[src/rtl/corner_sorter.sv]
// corner_sorter: orders four unordered corner points into TL, TR, BR, BL.
// A captured quad is scanned one point per cycle to find the min-sum
// (TL) and max-sum (BR) points and to range-check every point. The two
// remaining points are split on x-y into TR and BL. The result or an
// error pulse appears in the cycle after the sixth edge following capture.
module corner_sorter #(
    parameter logic [9:0] H_MAX = 10'd1023,
    parameter logic [9:0] V_MAX = 10'd767
) (
    input  logic        clk,
    input  logic        reset,
    input  logic        corners_done,
    input  logic [79:0] corners_in,
    output logic        busy,
    output logic        sorted_valid,
    output logic [79:0] corners_out,
    output logic        error
);

    typedef enum logic [1:0] {
        S_IDLE    = 2'd0,
        S_SCAN    = 2'd1,
        S_RESOLVE = 2'd2,
        S_EMIT    = 2'd3
    } state_t;

    state_t              r_state;
    state_t              w_next_state;

    logic [79:0]         r_quad;
    logic [1:0]          r_idx;
    logic                r_bad;
    logic [1:0]          r_min_idx;
    logic [1:0]          r_max_idx;
    logic [10:0]         r_min_sum;
    logic [10:0]         r_max_sum;

    logic [1:0]          r_tr_idx;
    logic [1:0]          r_bl_idx;
    logic                r_quad_ok;

    logic                r_busy;
    logic                r_sorted_valid;
    logic                r_error;
    logic [79:0]         r_corners_out;

    logic [9:0]          w_scan_x;
    logic [9:0]          w_scan_y;
    logic [10:0]         w_scan_sum;
    logic                w_scan_oor;

    logic                w_found;
    logic [1:0]          w_rest_a;
    logic [1:0]          w_rest_b;
    logic signed [10:0]  w_d_a;
    logic signed [10:0]  w_d_b;
    logic [1:0]          w_tr_idx;
    logic [1:0]          w_bl_idx;
    logic [79:0]         w_sorted;

    // x coordinate of point i in a packed quad
    function automatic logic [9:0] pt_x(input logic [79:0] q, input logic [1:0] i);
        case (i)
            2'd0:    pt_x = q[79:70];
            2'd1:    pt_x = q[59:50];
            2'd2:    pt_x = q[39:30];
            default: pt_x = q[19:10];
        endcase
    endfunction

    // y coordinate of point i in a packed quad
    function automatic logic [9:0] pt_y(input logic [79:0] q, input logic [1:0] i);
        case (i)
            2'd0:    pt_y = q[69:60];
            2'd1:    pt_y = q[49:40];
            2'd2:    pt_y = q[29:20];
            default: pt_y = q[9:0];
        endcase
    endfunction

    // zero-extended 11-bit sum, wide enough for 1023+1023
    function automatic logic [10:0] sum11(input logic [9:0] x, input logic [9:0] y);
        sum11 = {1'b0, x} + {1'b0, y};
    endfunction

    // 11-bit two's-complement x-y, covers -1023..+1023 exactly
    function automatic logic signed [10:0] diff11(input logic [9:0] x, input logic [9:0] y);
        diff11 = $signed({1'b0, x}) - $signed({1'b0, y});
    endfunction

    // state register
    always_ff @(posedge clk) begin
        if (reset) begin
            r_state <= S_IDLE;
        end else begin
            r_state <= w_next_state;
        end
    end

    // next-state logic: capture only from IDLE, fixed 4-cycle scan
    always_comb begin
        w_next_state = r_state;
        case (r_state)
            S_IDLE:    if (corners_done) w_next_state = S_SCAN;
            S_SCAN:    if (r_idx == 2'd3) w_next_state = S_RESOLVE;
            S_RESOLVE: w_next_state = S_EMIT;
            S_EMIT:    w_next_state = S_IDLE;
            default:   w_next_state = S_IDLE;
        endcase
    end

    // point under scan this cycle, its sum and range check
    always_comb begin
        w_scan_x   = pt_x(r_quad, r_idx);
        w_scan_y   = pt_y(r_quad, r_idx);
        w_scan_sum = sum11(w_scan_x, w_scan_y);
        // compared at 11 bits so the default H_MAX is not a full-range constant
        w_scan_oor = ({1'b0, w_scan_x} > {1'b0, H_MAX}) ||
                     ({1'b0, w_scan_y} > {1'b0, V_MAX});
    end

    // capture and scan: latch the quad, track min/max sum with lowest index on ties
    always_ff @(posedge clk) begin
        if (reset) begin
            r_quad    <= 80'd0;
            r_idx     <= 2'd0;
            r_bad     <= 1'b0;
            r_min_idx <= 2'd0;
            r_max_idx <= 2'd0;
            r_min_sum <= 11'd0;
            r_max_sum <= 11'd0;
        end else if (r_state == S_IDLE) begin
            if (corners_done) begin
                r_quad <= corners_in;
                r_idx  <= 2'd0;
                r_bad  <= 1'b0;
            end
        end else if (r_state == S_SCAN) begin
            r_idx <= r_idx + 2'd1;
            if (r_idx == 2'd0) begin
                r_bad     <= w_scan_oor;
                r_min_idx <= 2'd0;
                r_max_idx <= 2'd0;
                r_min_sum <= w_scan_sum;
                r_max_sum <= w_scan_sum;
            end else begin
                r_bad <= r_bad | w_scan_oor;
                if (w_scan_sum < r_min_sum) begin
                    r_min_idx <= r_idx;
                    r_min_sum <= w_scan_sum;
                end
                if (w_scan_sum > r_max_sum) begin
                    r_max_idx <= r_idx;
                    r_max_sum <= w_scan_sum;
                end
            end
        end
    end

    // pick the two leftover points in index order and split them on x-y
    always_comb begin
        w_found  = 1'b0;
        w_rest_a = 2'd0;
        w_rest_b = 2'd0;
        for (int i = 0; i < 4; i++) begin
            if ((2'(i) != r_min_idx) && (2'(i) != r_max_idx)) begin
                if (!w_found) begin
                    w_rest_a = 2'(i);
                    w_found  = 1'b1;
                end else begin
                    w_rest_b = 2'(i);
                end
            end
        end
        w_d_a = diff11(pt_x(r_quad, w_rest_a), pt_y(r_quad, w_rest_a));
        w_d_b = diff11(pt_x(r_quad, w_rest_b), pt_y(r_quad, w_rest_b));
        // w_rest_a has the lower index, so it wins a tie
        if (w_d_a >= w_d_b) begin
            w_tr_idx = w_rest_a;
            w_bl_idx = w_rest_b;
        end else begin
            w_tr_idx = w_rest_b;
            w_bl_idx = w_rest_a;
        end
    end

    // resolve: freeze the TR/BL choice and the validity verdict
    always_ff @(posedge clk) begin
        if (reset) begin
            r_tr_idx  <= 2'd0;
            r_bl_idx  <= 2'd0;
            r_quad_ok <= 1'b0;
        end else if (r_state == S_RESOLVE) begin
            r_tr_idx  <= w_tr_idx;
            r_bl_idx  <= w_bl_idx;
            r_quad_ok <= !r_bad && (r_min_idx != r_max_idx);
        end
    end

    // ordered quad assembled from the resolved indices
    always_comb begin
        w_sorted = {pt_x(r_quad, r_min_idx), pt_y(r_quad, r_min_idx),
                    pt_x(r_quad, r_tr_idx),  pt_y(r_quad, r_tr_idx),
                    pt_x(r_quad, r_max_idx), pt_y(r_quad, r_max_idx),
                    pt_x(r_quad, r_bl_idx),  pt_y(r_quad, r_bl_idx)};
    end

    // output registers: busy trails the FSM by one edge, result pulses leave EMIT
    always_ff @(posedge clk) begin
        if (reset) begin
            r_busy         <= 1'b0;
            r_sorted_valid <= 1'b0;
            r_error        <= 1'b0;
            r_corners_out  <= 80'd0;
        end else begin
            r_busy         <= (r_state != S_IDLE);
            r_sorted_valid <= 1'b0;
            r_error        <= 1'b0;
            if (r_state == S_EMIT) begin
                if (r_quad_ok) begin
                    r_corners_out  <= w_sorted;
                    r_sorted_valid <= 1'b1;
                end else begin
                    r_error <= 1'b1;
                end
            end
        end
    end

    assign busy         = r_busy;
    assign sorted_valid = r_sorted_valid;
    assign error        = r_error;
    assign corners_out  = r_corners_out;

endmodule

[config.mk]
export PLATFORM = sky130hd
export DESIGN_NAME = corner_sorter
export DESIGN_NICKNAME = d
export VERILOG_FILES = /design/src/rtl/corner_sorter.sv
export SDC_FILE = /design/constraint.sdc
export NUM_CORES = 1
export LEC_CHECK = 0
export ABC_AREA = 1
export CAP_MARGIN = 10
export CORE_MARGIN = 2
export CORE_UTILIZATION = 35
export CTS_BUF_LIST = sky130_fd_sc_hd__clkbuf_4 sky130_fd_sc_hd__clkbuf_8 sky130_fd_sc_hd__clkbuf_16
export DETAILED_ROUTE_END_ITERATION = 8
export GPL_ROUTABILITY_DRIVEN = 0
export PLACE_DENSITY_LB_ADDON = 0.08
export RECOVER_POWER = 100
export SLEW_MARGIN = 30
export SYNTH_ARGS = -nofsm -noshare
export SYNTH_HDL_FRONTEND = slang
export SYNTH_SLANG_ARGS = --single-unit
[constraint.sdc]
create_clock -name clk -period 4.4 [get_ports clk]
set_input_delay 0.88 -clock clk [delete_from_list [all_inputs] [get_ports clk]]
set_output_delay 0.88 -clock clk [all_outputs]
set_load 0.03 [all_outputs]
## Word-level counts from Yosys, hierarchy flattened

Cells that the tools add are included.

- Register bits: 199
- Input port bits: 83
- Logic and storage cells: 131
- Output and inout port bits: 83

- Multiplexer cells: 51
- Equal/unequal tests: 27
- Add/sub/neg operators: 4
- Order comparisons: 4
- Reduce and logical (&&, ||, !) cells: 27
- Bitwise gates (word level): 3

Operators by type and width:

| operator | number |
|---|---|
| 10-bit one-hot mux with 3 select lines | 14 |
| 11-bit 2-to-1 mux | 4 |
| 2-bit 2-to-1 mux | 19 |
| 10-bit by 10-bit subtractor with 11-bit output | 2 |
| 2-bit equality test (second input constant) | 10 |
| 2-bit by 1-bit equality test with 1-bit output (second input constant) | 8 |
| 2-bit zero test | 8 |
| 1-bit 2-to-1 mux | 13 |
| 2-bit nonzero test | 6 |
| 10-bit by 10-bit adder with 11-bit output | 1 |
| 11-bit greater-or-equal comparator | 1 |
| 11-bit greater-than comparator | 1 |
| 11-bit less-than comparator | 1 |
| 10-bit greater-than comparator (second input constant) | 1 |
| 2-bit inequality test (first input constant) | 4 |
| 2-bit one-hot mux with 4 select lines | 1 |
| 2-bit AND reduction | 4 |
| 3-bit AND reduction | 2 |
| 1-bit logical AND | 5 |
| 1-bit by 2-bit inequality test with 1-bit output (first input constant) | 2 |
| 2-bit inequality test (second input constant) | 2 |
| 2-bit by 1-bit adder with 2-bit output (second input constant) | 1 |
| 2-bit inequality test | 1 |
| 1-bit NOT | 2 |
| 3 further kinds | 3 |

## Depth between registers and ports, before layout

- Depth in word-level cells: 14
- Gate-level depth with buffers: 29
- Depth with buffers taken out: 28

## Worst setup path before layout

Ideal clock, no wire load.

- Path kind: register to register
- From: register r_idx[0]
- To: register r_max_sum[10]
- Path buffers: 2
- Period minus slack after synthesis: 4.033 ns
- Arrival: 3.920 ns
- Path slack: 0.367 ns
- Stages on the path, launching flop included: 27
- Library setup time: 0.113 ns
- Cells stage by stage: dfxtp_1 > inv_1 > ha_1 > clkinv_1 > clkbuf_1 > o22ai_1 > a211oi_1 > a21oi_1 > ha_1 > fa_1 > nand3_1 > nand3_1 > nand3_1 > nand2_1 > a21oi_1 > o21bai_1 > ha_1 > nand2_1 > nor2_1 > nand3_1 > nand3_1 > nand2_1 > nand2_1 > nand2_2 > buf_2 > nor2_1 > nor2_1

- Word-level cells in the longest chain between the ends: 6

Ends and longest elaborated chain:

| what | line | source |
|---|---|---|
| start: declaration | 31 | `logic [1:0] r_idx;` |
| start signal: assignment | 139 | `r_idx <= r_idx + 2'd1;` |
| 2-bit equality test, or another cell as far along | 63, 73 |  |
| 10-bit one-hot mux with 3 select lines, on equally long branches | 63, 73 |  |
| 10-bit by 10-bit adder with 11-bit output (*) | 83 | `sum11 = {1'b0, x} + {1'b0, y};` |
| net w_scan_sum[10] | 49 | `logic [10:0] w_scan_sum;` |
| 11-bit greater-than comparator | 152 | `if (w_scan_sum > r_max_sum) begin` |
| 2-bit nonzero test (no source line) | - |  |
| 3-bit AND reduction (no source line) | - |  |
| end signal: assignment | 145 | `r_max_sum <= w_scan_sum;` |
| end signal: assignment | 154 | `r_max_sum <= w_scan_sum;` |
| end: declaration | 36 | `logic [10:0] r_max_sum;` |

Mark *: on every way through the listed nets, which the timed path passes. The rest lies on a longest branch. The select of a mux whose other input is x is not followed.
A chain may end at the register's enable or synchronous reset.

## Worst setup path in the final report

- From: register r_idx[1]
- To: register r_max_idx[1]

- Word-level cells in the longest chain between the ends: 6

Ends and longest elaborated chain:

| what | line | source |
|---|---|---|
| 2-bit equality test, or another cell as far along | 63, 73 |  |
| 10-bit one-hot mux with 3 select lines, on equally long branches | 63, 73 |  |
| 10-bit by 10-bit adder with 11-bit output (*) | 83 |  |
| net w_scan_sum[9] | 49 |  |
| 11-bit greater-than comparator (*) | 152 |  |
| 2-bit nonzero test (no source line) (*) | - |  |
| 3-bit AND reduction (no source line) (*) | - |  |
| end signal: assignment | 153 | `r_max_idx <= r_idx;` |
| end: declaration | 34 | `logic [1:0] r_max_idx;` |

Marked as above.

==> results.ini <==
[timing]
final-hold-violation-count = 0
fmax_mhz = 237.8
fin_crit_ns = 4.205
tns_ns = 0
worstMarginPinSlew_ns = 2.419
setup_viol = 0
drv_slew = 77
rsz0062_at_grt = no
fin_skew_ns = 0.02460
post-route-period-util_pct = 95.57
slew_headroom_pct = -61.66

[clock_tree]
cts_root_buf = clkbuf_16
worstSkewPairLatency_ns = 0.46
cts_max_level = 4
cts_tree = done
holdBufCountCts = 0
clock_sinks = 199
clkSlewWorstSetupHoldPaths_ns = 0.08
cts_max_path_buffers = 2
cts-buffers-inserted = 17

[synth]
yosysTopAreaCellShare_pct = 34.23
syn_area_um2 = 11640
ys.flop_type = dfxtp_1
ys_seq_area_share_pct = 34.23
async_reset_ff_share_pct = 0
synth-seq-cells = 199
avgSynthCellArea_um2 = 7.234
ys_types = 43
synth.most_common_cell = a21oi_1
yosysTopAreaCell = dfxtp_1
netlist_instances = 1609
syn_nets = 1766
netlist_top_cells_count = a21oi_1 (264), dfxtp_1 (199), nand2_1 (198)
ys_top_cells_by_area = dfxtp_1 (34%), a21oi_1 (11%), o21ai_0 (8.0%), ha_1 (7.6%), nand2_1 (6.4%)
synth-edff-count = 0
yosys_warnings = 0

[place]
port_buffers = 165
dp.final_hpwl_mm = 39.96

[route]
ant_nets = 0
drc = 0
viasPerCell = 5.905
wire_per_inst_um = 25.04
num_vias = 13109
wl_mm = 55.59
drt_iter0_drc = 2060
drt_first_pass_iters = 8

[global_routing]
grt.overflow.total = 0
grt_max_degree = 98
antenna_found_initial = 0
grt_pass1_wl_mm = 79.93
grt_pass1_vias = 12143
grtUsageTotal_pct = 30.82

[pwr]
netSwitchingFraction_pct = 50.98
ir_drop_mv = 0.3839
pwr-share-clk_pct = 15.8
power_switching_mw = 5.452
powerDensity_nw_per_um2 = 727.7
p_int_mw = 5.243
leakage_nw = 5.838
power_frac_seq_pct = 24.7
p_comb_share_pct = 59.4
finalPower_mw = 10.70

[outcome]
status = finished, violations left
violations = max-capacitance violations, max-slew violations

[critical_path]
worstSetupEndpointType = flop
crit_path_start_kind = flop
arrival_ns = 4.57
setup.worst_path.class = reg -> reg
crit_required_ns = 4.77
path_max_fanout = 15

[worst_hold_path]
hp-class = reg -> reg

[run]
max-cap-violations = 1

[cells_and_area]
drive_above_1_share_pct = 8.436
n_antenna_cell = 0
fin_nets = 1922
syn_to_final_growth_pct = 26.27

[floorplanning]
core_area_um2 = 32620
pin_count = 166
die_area_um2 = 34730
die_y_um = 186.4
start_util_pct = 35.68
die_w_um = 186.4
row_count = 66

==> power groups by stage <==
stage | Clock (mW) | Sequential [mW] | Combinational [mW]
2_1_floorplan | 0 | 2.43 | 3.97
3_3_place_gp | 0 | 2.62 | 6.11
3_5_place_dp | 0 | 2.62 | 6.13
4_1_cts | 1.71 | 2.58 | 6.17
5_1_grt | 1.78 | 2.64 | 6.95
6_report | 1.69 | 2.65 | 6.36
==> per-stage QoR <==
step / instance area [um^2] / std cells / worst slack [ns] / utilization [%] / hold WS, ns
4_1_cts: 14630 / 2219 / 0.04760 / 44.86 / 0.4645
6_report: 14700 / 2220 / 0.1949 / 45.06 / 0.4629
3_5_place_dp: 14010 / 2187 / 0.04597 / 42.95 / 0.4475
2_1_floorplan: 11640 / 1609 / 0.3669 / - / 0.4054
3_3_place_gp: 14010 / 2187 / 0.1551 / 42.95 / 0.4405
5_1_grt: 14700 / 2220 / 0.007738 / 45.06 / 0.4804
==> sequential cells by signal, summed over array words and instances (netlist names) <==
name	flops
r_tr_idx	2
r_quad_ok	1
r_max_sum	11
r_bl_idx	2
r_quad	80
error	1
r_idx	2
sorted_valid	1
r_bad	1
r_min_sum	11
r_min_idx	2
r_state	2
corners_out	80
r_max_idx	2
busy	1
==> worst paths after layout <==
| path | from | end | slack, ns | depth (start not counted) |
|---|---|---|---|---|
| max | r_idx[1]$_SDFFE_PP0P_ | r_max_idx[1]$_SDFFE_PP0P_ | 0.19 | 23 |
| min | r_quad_ok$_SDFFE_PP0P_ | error$_SDFF_PP0_ | 0.46 | 1 |
| max reg2reg | r_idx[1]$_SDFFE_PP0P_ | r_max_idx[1]$_SDFFE_PP0P_ | 0.19 | 23 |
| min reg2reg | r_quad_ok$_SDFFE_PP0P_ | error$_SDFF_PP0_ | 0.46 | 1 |
==> repair_timing <==
item,4_1_cts,5_1_grt
setup buffers,0,1
gates resized for setup,0,22
endpoints found under the setup margin,0,30
==> area by class of cell <==
type	instances	area, um^2
Clock buffer	18	432.9
Clock inverter	14	187.7
Fill cell	3385	17920
Inverter	174	656.9
Multi-Input combinational cell	1127	6591
Sequential cell	199	3990
Tap cell	442	553.0
Timing Repair Buffer	246	2286
==> layout by cell type, fill, tap and decap left out, types with 5 or more instances in the layout <==
| master | Yosys | routed |
|---|---|---|
| nand2_1 | 198 | 198 |
| o221ai_1 | 17 | 17 |
| a22oi_1 | 10 | 10 |
| a31oi_1 | 54 | 54 |
| o22ai_1 | 92 | 92 |
| a21oi_1 | 264 | 263 |
| dfxtp_2 | 0 | 5 |
| a211oi_1 | 20 | 16 |
| clkbuf_16 | 0 | 17 |
| clkinv_8 | 0 | 5 |
| a221oi_1 | 24 | 23 |
| o21ai_1 | 9 | 11 |
| buf_4 | 3 | 75 |
| ha_1 | 71 | 70 |
| xor2_1 | 17 | 17 |
| dfxtp_1 | 199 | 194 |
| clkinv_1 | 7 | 6 |
| nor3_1 | 5 | 5 |
| xnor2_1 | 7 | 6 |
| nor2_1 | 64 | 62 |
| o211ai_1 | 7 | 7 |
| dlygate4sd3_1 | 0 | 85 |
| inv_2 | 4 | 5 |
| nand4_1 | 9 | 9 |
| inv_1 | 163 | 161 |
| nand3_1 | 42 | 42 |
| clkdlybuf4s50_1 | 0 | 80 |
| o21ai_0 | 185 | 184 |
==> cells by family after synthesis <==
kind of cell    Yosys count  synth area share (%)
compound gates          702                 34.46
simple gates            326                 11.51
xor+xnor                 25                 1.946
fa+ha+maj                74                 8.148
buf+inv                 283                 9.707
flops                   199                 34.23
==> worst max-delay path, cell delays in order, from the launching register on <==
cell and delay, ns:
dfxtp_2 0.37, inv_1 0.08, ha_1 0.25, clkinv_1 0.10, buf_4 0.21, o22ai_1 0.10, a211oi_1 0.32, a21oi_1 0.11
ha_1 0.36, a21oi_2 0.20, nor2_1 0.05, a211oi_1 0.24, o21ai_2 0.12, xor2_2 0.21, ha_1 0.28, nand2_1 0.07
nor2_1 0.19, nand3_1 0.11, nand3_1 0.10, nand2_1 0.05, nand2_1 0.11, buf_4 0.21, nand3_1 0.10, a21oi_1 0.18
==> per-layer routing <==
metal  track usage (%)  part of all wire, %  vias to the layer above
li1                  -                    -                     6018
met1             39.99                   40                     6119
met2             46.43                   42                      789
met3             10.02                   12                      183
met4             14.06                  5.7                        0
met5                 0                    0                        -
Note: power is estimated with default switching activity, not from simulation.
